`config.mk`:
```
export PLATFORM = sky130hd
export DESIGN_NAME = pump_valve_sequencer
export DESIGN_NICKNAME = d
export VERILOG_FILES = /design/src/rtl/pump_valve_sequencer.sv
export SDC_FILE = /design/constraint.sdc
export NUM_CORES = 1
export LEC_CHECK = 0
export BUFFER_PORTS_ARGS = -buffer_cell sky130_fd_sc_hd__buf_2
export CORE_ASPECT_RATIO = 0.8
export CORE_MARGIN = 4
export CORE_UTILIZATION = 40
export CTS_BUF_LIST = sky130_fd_sc_hd__clkbuf_4
export DETAILED_ROUTE_END_ITERATION = 8
export PLACE_DENSITY_LB_ADDON = 0.25
export SYNTH_ARGS = -nofsm -noshare
export SYNTH_HDL_FRONTEND = slang
export SYNTH_SLANG_ARGS = --single-unit
```
`constraint.sdc`:
```
create_clock -name clk -period 2.8 [get_ports clk]
set_input_delay 0.14 -clock clk [delete_from_list [all_inputs] [get_ports clk]]
set_output_delay 0.14 -clock clk [all_outputs]
set_load 0.05 [all_outputs]
```
`src/rtl/pump_valve_sequencer.sv`:
```
// Six-phase air-line sequencer for a three-valve peristaltic pump.
// Programmable dwell, stroke count or continuous run, direction, graceful stop.
module pump_valve_sequencer #(
  parameter int PHASE_W  = 16,
  parameter int STROKE_W = 16
) (
  input  logic                clk,
  input  logic                rst_n,
  input  logic                start,
  input  logic                stop,
  input  logic                dir,
  input  logic [PHASE_W-1:0]  phase_len,
  input  logic [STROKE_W-1:0] stroke_req,
  output logic                air_valve1,
  output logic                air_dc,
  output logic                air_valve2,
  output logic                busy,
  output logic                done,
  output logic [STROKE_W-1:0] stroke_cnt
);

  typedef enum logic [2:0] {IDLE, P0, P1, P2, P3, P4, P5} state_e;

  state_e              state_q, state_d;
  logic                dir_q, dir_d;
  logic [PHASE_W-1:0]  len_q, len_d;
  logic [STROKE_W-1:0] req_q, req_d;
  logic                stop_q, stop_d;
  logic [PHASE_W-1:0]  dwell_q, dwell_d;
  logic [STROKE_W-1:0] cnt_q, cnt_d;
  logic [2:0]          air_q, air_d;
  logic                busy_q, busy_d;
  logic                done_q, done_d;
  logic                phase_end;

  // Reverse direction mirrors the pattern by swapping the two valve lines.
  function automatic logic [2:0] pattern(input state_e s, input logic rev);
    logic [2:0] f;
    case (s)
      P0:      f = 3'b011;
      P1:      f = 3'b001;
      P2:      f = 3'b101;
      P3:      f = 3'b100;
      P4:      f = 3'b110;
      default: f = 3'b111;
    endcase
    return rev ? {f[0], f[1], f[2]} : f;
  endfunction

  assign phase_end = (dwell_q == len_q - PHASE_W'(1));

  always_comb begin
    state_d = state_q;
    dir_d   = dir_q;
    len_d   = len_q;
    req_d   = req_q;
    stop_d  = stop_q;
    dwell_d = dwell_q;
    cnt_d   = cnt_q;
    done_d  = 1'b0;
    case (state_q)
      IDLE: begin
        if (start) begin
          state_d = P0;
          dir_d   = dir;
          len_d   = (phase_len == '0) ? PHASE_W'(1) : phase_len;
          req_d   = stroke_req;
          stop_d  = stop;
          dwell_d = '0;
          cnt_d   = '0;
        end
      end
      default: begin
        if (stop) stop_d = 1'b1;
        if (!phase_end) begin
          dwell_d = dwell_q + PHASE_W'(1);
        end else begin
          dwell_d = '0;
          case (state_q)
            P0: state_d = P1;
            P1: state_d = P2;
            P2: state_d = P3;
            P3: state_d = P4;
            P4: state_d = P5;
            default: begin
              cnt_d = cnt_q + STROKE_W'(1);
              // Stop in the final cycle of P5 still ends the run at this boundary.
              if (stop_q || stop || (req_q != '0 && cnt_d == req_q)) begin
                state_d = IDLE;
                done_d  = 1'b1;
              end else begin
                state_d = P0;
              end
            end
          endcase
        end
      end
    endcase
    busy_d = (state_d != IDLE);
    air_d  = pattern(state_d, dir_d);
  end

  always_ff @(posedge clk or negedge rst_n) begin
    if (!rst_n) begin
      state_q <= IDLE;
      dir_q   <= 1'b0;
      len_q   <= PHASE_W'(1);
      req_q   <= '0;
      stop_q  <= 1'b0;
      dwell_q <= '0;
      cnt_q   <= '0;
      air_q   <= 3'b111;
      busy_q  <= 1'b0;
      done_q  <= 1'b0;
    end else begin
      state_q <= state_d;
      dir_q   <= dir_d;
      len_q   <= len_d;
      req_q   <= req_d;
      stop_q  <= stop_d;
      dwell_q <= dwell_d;
      cnt_q   <= cnt_d;
      air_q   <= air_d;
      busy_q  <= busy_d;
      done_q  <= done_d;
    end
  end

  assign air_valve1 = air_q[2];
  assign air_dc     = air_q[1];
  assign air_valve2 = air_q[0];
  assign busy       = busy_q;
  assign done       = done_q;
  assign stroke_cnt = cnt_q;

endmodule
```
==> Yosys cells after proc, flatten, opt, wreduce, memory -nomap -nowiden <==
Cells that the tools add are included.
{ "word_totals": {"register_bits": 74, "latchBits": 0, "mem_bits_rw": 0, "mem_bits_ro": 0, "inputBits": 37, "output_inout_bits": 21, "word_cells": 63, "memories": 0} }
{ "op_classes": {"add_sub_neg": 3, "mul": 0, "div_mod_pow": 0, "order_cmp": 0, "eq_ne": 14, "shift": 0, "muxes": 23, "bitwise": 0, "n_reduce_logical": 13} }
{ "ops": {"columns": ["op", "count"], "rows": [
  ["16-bit two-way mux", 7],
  ["16-bit by 1-bit adder with 16-bit output, second input constant", 2],
  ["16-bit == test", 2],
  ["3-bit one-hot mux with 5 select lines", 2],
  ["16-bit zero test", 1],
  ["16-bit nonzero test", 1],
  ["16-bit by 1-bit subtractor with 16-bit output, second input constant", 1],
  ["3-bit by 2-bit == test with 1-bit output, second input constant", 4],
  ["3-bit == test, second input constant", 4],
  ["3-bit two-way mux", 4],
  ["1-bit two-way mux", 10],
  ["3-bit by 1-bit == test with 1-bit output, second input constant", 2],
  ["5-bit OR reduction", 1],
  ["2-bit AND reduction", 2],
  ["2-bit nonzero test", 2],
  ["3-bit zero test", 1],
  ["3-bit AND reduction", 1],
  ["3-bit nonzero test", 1],
  ["1-bit logical OR", 2],
  ["2-bit by 1-bit != test with 1-bit output, second input constant", 1],
  ["2-bit != test, second input constant", 1],
  ["1-bit logical AND", 1]
]} }

==> Longest topological paths before layout <==
{ "depth": {"ltp_word": 11, "depth_mapped": 13} }

==> Worst setup path before layout <==
Ideal clock, no wire load.
{ "synth_path": {"kind": "flip-flop to flip-flop", "startpoint": "register cnt_q[5], in the netlist stroke_cnt[5]", "endpoint": "register busy_q, in the netlist busy", "setup_ns": 0.131, "t_arrival_ns": 2.767, "required_ns": 2.669, "slack_ns": -0.098, "stages_incl_launch_ff": 11, "n_path_buf": 2, "synth_period_minus_slack_ns": 2.898, "cell_sequence": "dfrtp_1 > clkbuf_1 > nand4_1 > or4_1 > clkbuf_1 > xnor2_1 > nor3_1 > nand4_1 > and2_1 > nor4b_2 > o21bai_1"} }
{ "synth_between": {"elab_chain_cells": 9} }
{ "synth_lines": {"columns": ["element", "line_no", "text"], "rows": [
  ["from (decl)", "30", "logic [STROKE_W-1:0] cnt_q, cnt_d;"],
  ["from (signal assigned)", "122", "cnt_q <= cnt_d;"],
  ["16-bit by 1-bit adder with 16-bit output", "86", "cnt_d = cnt_q + STROKE_W'(1);"],
  ["16-bit == test", "88", "if (stop_q || stop || (req_q != '0 && cnt_d == req_q)) begin"],
  ["1-bit logical AND", "88", null],
  ["1-bit logical OR", "88", null],
  ["1-bit two-way mux", "88", null],
  ["3-bit one-hot mux with 5 select lines", "79", "case (state_q)"],
  ["3-bit two-way mux", "75", "if (!phase_end) begin"],
  ["3-bit two-way mux", "61", "case (state_q)"],
  ["3-bit nonzero test", "99", "busy_d = (state_d != IDLE);"],
  ["named net busy_d", "32", "logic busy_q, busy_d;"],
  ["to (signal assigned)", "124", "busy_q <= busy_d;"],
  ["to (decl)", "32", null]
]} }
The timed path passes the listed nets, and every way through them passes these cells.
A chain may end at the register's enable or synchronous reset.

==> Worst setup path in the final report <==
{ "layout_path": {"startpoint": "register len_q[5]", "endpoint": "register dwell_q[9]"} }
{ "layout_between": {"elab_chain_cells": 4} }
{ "layout_lines": {"columns": ["element", "line_no", "text"], "rows": [
  ["from (decl)", "26", "logic [PHASE_W-1:0] len_q, len_d;"],
  ["from (signal assigned)", "118", "len_q <= len_d;"],
  ["16-bit by 1-bit subtractor with 16-bit output", "50", "assign phase_end = (dwell_q == len_q - PHASE_W'(1));"],
  ["16-bit == test", "50", null],
  ["16-bit two-way mux", "75", null],
  ["16-bit two-way mux", "61", null],
  ["to (signal assigned)", "121", "dwell_q <= dwell_d;"],
  ["to (decl)", "29", "logic [PHASE_W-1:0] dwell_q, dwell_d;"]
]} }
No other way between the ends.

==> flow_summary.ini <==
[timing]
fin_crit_sh = 0.9894
max_slew_margin = 0.3539
drv_slew = 0
finalCriticalPeriod_ns = 2.770
fmax_mhz = 361.0
rsz0062_at_grt = true
setup_ws_ns = 0.02967
finalSetupViolations = 0
skew_ns = 0.01535
hold_viol = 0
tightest_slew_ns = 0.9691

[synthesis]
synth_top_area_frac = 0.3649
syn_area_mm2 = 0.004801
ys.flop_type = dfrtp_1
yosys_register_bits = 74
ys_top_cells_by_area = dfrtp_1, mux2_2, xnor2_1, nand2_1, a31oi_1
yosys_warnings = 0
syn_avg_cell_area_um2 = 9.197
synthCells = 522
synth_top_area_cell = dfrtp_1
synth.distinct_cells = 69
async_flop_share = 1.000
syn-num-nets = 562
synth_edf_count = 0
ys_seq_area_frac = 0.3868

[grt]
overflow = 0
grt_max_degree = 75
grt_pass1_wl_mm = 23.81
antenna_found_initial = 0
grt_pass1_vias = 4557
track_usage = 0.2161

[power_and_ir_drop]
power_leakage_nw = 2.607
power_w = 0.004523
ir_drop_mv = 0.3612
power.density_mw_per_mm2 = 719.3

[route]
drtIter0Drc = 416
routedWlPerCell_um = 17.83
wl_mm = 14.34
antenna_left = 0
remaining_drc_errors = 0
vias_per_cell = 5.796
vias = 4660
dr.pass1.iters = 5

[floorplanning]
start_util = 0.4137
die_h_um = 106.0
core_mm2 = 0.01160
fp.dieW_um = 130.5
num_rows = 35
die_area_mm2 = 0.01383
ioPinCount = 58

[final_layout]
nNetsFinal = 691
area_growth_pct = 30.96
n_antenna_cell = 0
drive_above_1_share = 0.3354
final_common_cell = buf_4
layout_common_cells = buf_4, dfrtp_1, buf_2

[place]
port_buffers = 57
gp_congestion = 0.8712
pre_cts_ws_ns = -0.07858
dpl.hpwl_mm = 10.04

[critical_path]
worstPathRequired_ns = 3.17
max_stage_delay_ns = 0.61
endpoint_kind = register
critical_path_class = reg -> reg
crit_slowest_cell = or4_4
cp.arrival_ns = 3.14
crit_fanout = 13
start_kind = register
cp_cell_sequence = or4_4, o311ai_1, o211ai_1, a211o_1, buf_4, nand3_4, o21ai_4, or2_2, a31oi_1

[run_status]
status = complete, no violations

[clock_network]
cts_tree = done
insertion_delay_ns = 0.45
htree_levels = 3
clock_path_buffers = 2
cts_sinks = 74
root_buffer = clkbuf_4
clk_pin_slew_ns = 0.14
cts_buffers = 9

[worst_hold_path]
hold_path.class = in -> reg

[flow_run]
cap_viol_max_count = 0
where the power goes:
part | leakage (nW) | internal [W] | switching [W] | total, W
logic | 1.67 | 0.000952 | 0.000963 | 0.00192
registers | 0.845 | 0.00139 | 0.000407 | 0.00180
clock network | 0.0884 | 0.000371 | 0.000440 | 0.000810
total | 2.61 | 0.00271 | 0.00181 | 0.00452
per-layer routing:
| metal | share of wire | global-route usage |
|---|---|---|
| met5 | 0 | 0 |
| met4 | 0.016 | 0.06314 |
| met3 | 0.066 | 0.05977 |
| met2 | 0.44 | 0.3092 |
| met1 | 0.48 | 0.3174 |
state kept, by name (all words and copies together) (netlist names):
signal / flops
stroke_cnt: 16
busy: 1
len_q: 16
done: 1
stop_q: 1
air_q: 3
dir_q: 1
req_q: 16
state_q: 3
dwell_q: 16
cells in the mapped netlist (3+ instances only):
| cell | n |
|---|---|
| or3_1 | 10 |
| nor4_1 | 16 |
| xnor2_1 | 29 |
| nor3_1 | 14 |
| nand4_1 | 15 |
| buf_2 | 6 |
| o211ai_1 | 13 |
| xor2_1 | 16 |
| ha_1 | 3 |
| o21ai_1 | 5 |
| o31ai_1 | 4 |
| nand4b_1 | 3 |
| and3_1 | 12 |
| or2_2 | 3 |
| buf_6 | 5 |
| nor2_1 | 29 |
| dfrtp_1 | 70 |
| or4_1 | 7 |
| a31oi_1 | 23 |
| clkbuf_1 | 25 |
| o311ai_1 | 6 |
| buf_1 | 5 |
| a21oi_1 | 16 |
| and2_1 | 4 |
| nand2_1 | 44 |
| or2_1 | 3 |
| nand3_1 | 17 |
| dfstp_2 | 4 |
| mux2i_1 | 4 |
| inv_1 | 14 |
| mux2_2 | 28 |
| o21ai_0 | 15 |
| or2_0 | 6 |
| a22o_1 | 4 |
layout make-up:
type	count	area (um^2)
tap	148	185.2
clock inverter	7	101.3
inverter	14	52.55
clock buffer	9	67.56
fill	1043	5318
multi-input combinational	392	2854
timing repair buffer	160	1162
sequential	74	1864
cells by family after synthesis:
kind of cell,after synthesis,share of synthesized area
compound gates,112,0.1624
flops,74,0.3868
mux,34,0.07871
fa+ha+maj,3,0.007819
buf+inv,56,0.05395
simple gates,198,0.2283
xor+xnor,45,0.08209
worst max-delay path, delay by kind of cell, from the launching register on:
family,cells,cell delay [ns]
compound gates,5,1.09
buf+inv,1,0.15
simple gates,3,1.01
flops,1,0.44
per-stage QoR:
stage	utilization	TNS, ns	hold slack (ns)	cells	area [um^2]
finish	0.5418	0	0.1091	804	6287
global route	0.5418	-1.176	0.1090	804	6287
CTS	0.5239	0	0.07904	794	6080
detailed placement	0.4777	-0.6389	0.3649	744	5544
global placement	0.4777	-0.07191	0.3454	744	5544
floorplan	-	0	-0.1556	522	4817
repair_timing:
item,4_1_cts,5_1_grt
endpoints found under the setup margin,27,38
buffers inserted,0,10
gates resized for setup,9,23
pin swaps,2,17
endpoints found under the hold margin,103,0
hold buffers,34,0
path summary, 6_finish.rpt:
kind	slack (ns)	cells past startpoint	from	end
setup / recovery	0.03	9	len_q[5]	dwell_q[9]
hold / removal	0.11	4	dir	air_q[0]
setup reg to reg	0.03	9	len_q[5]	dwell_q[9]
hold reg to reg	0.56	1	len_q[15]	len_q[15]
max in group asynchronous	1.75	2	rst_n	stroke_cnt[2]
min in group asynchronous	0.36	2	rst_n	req_q[14]
Power figures use the tool's default switching activity.
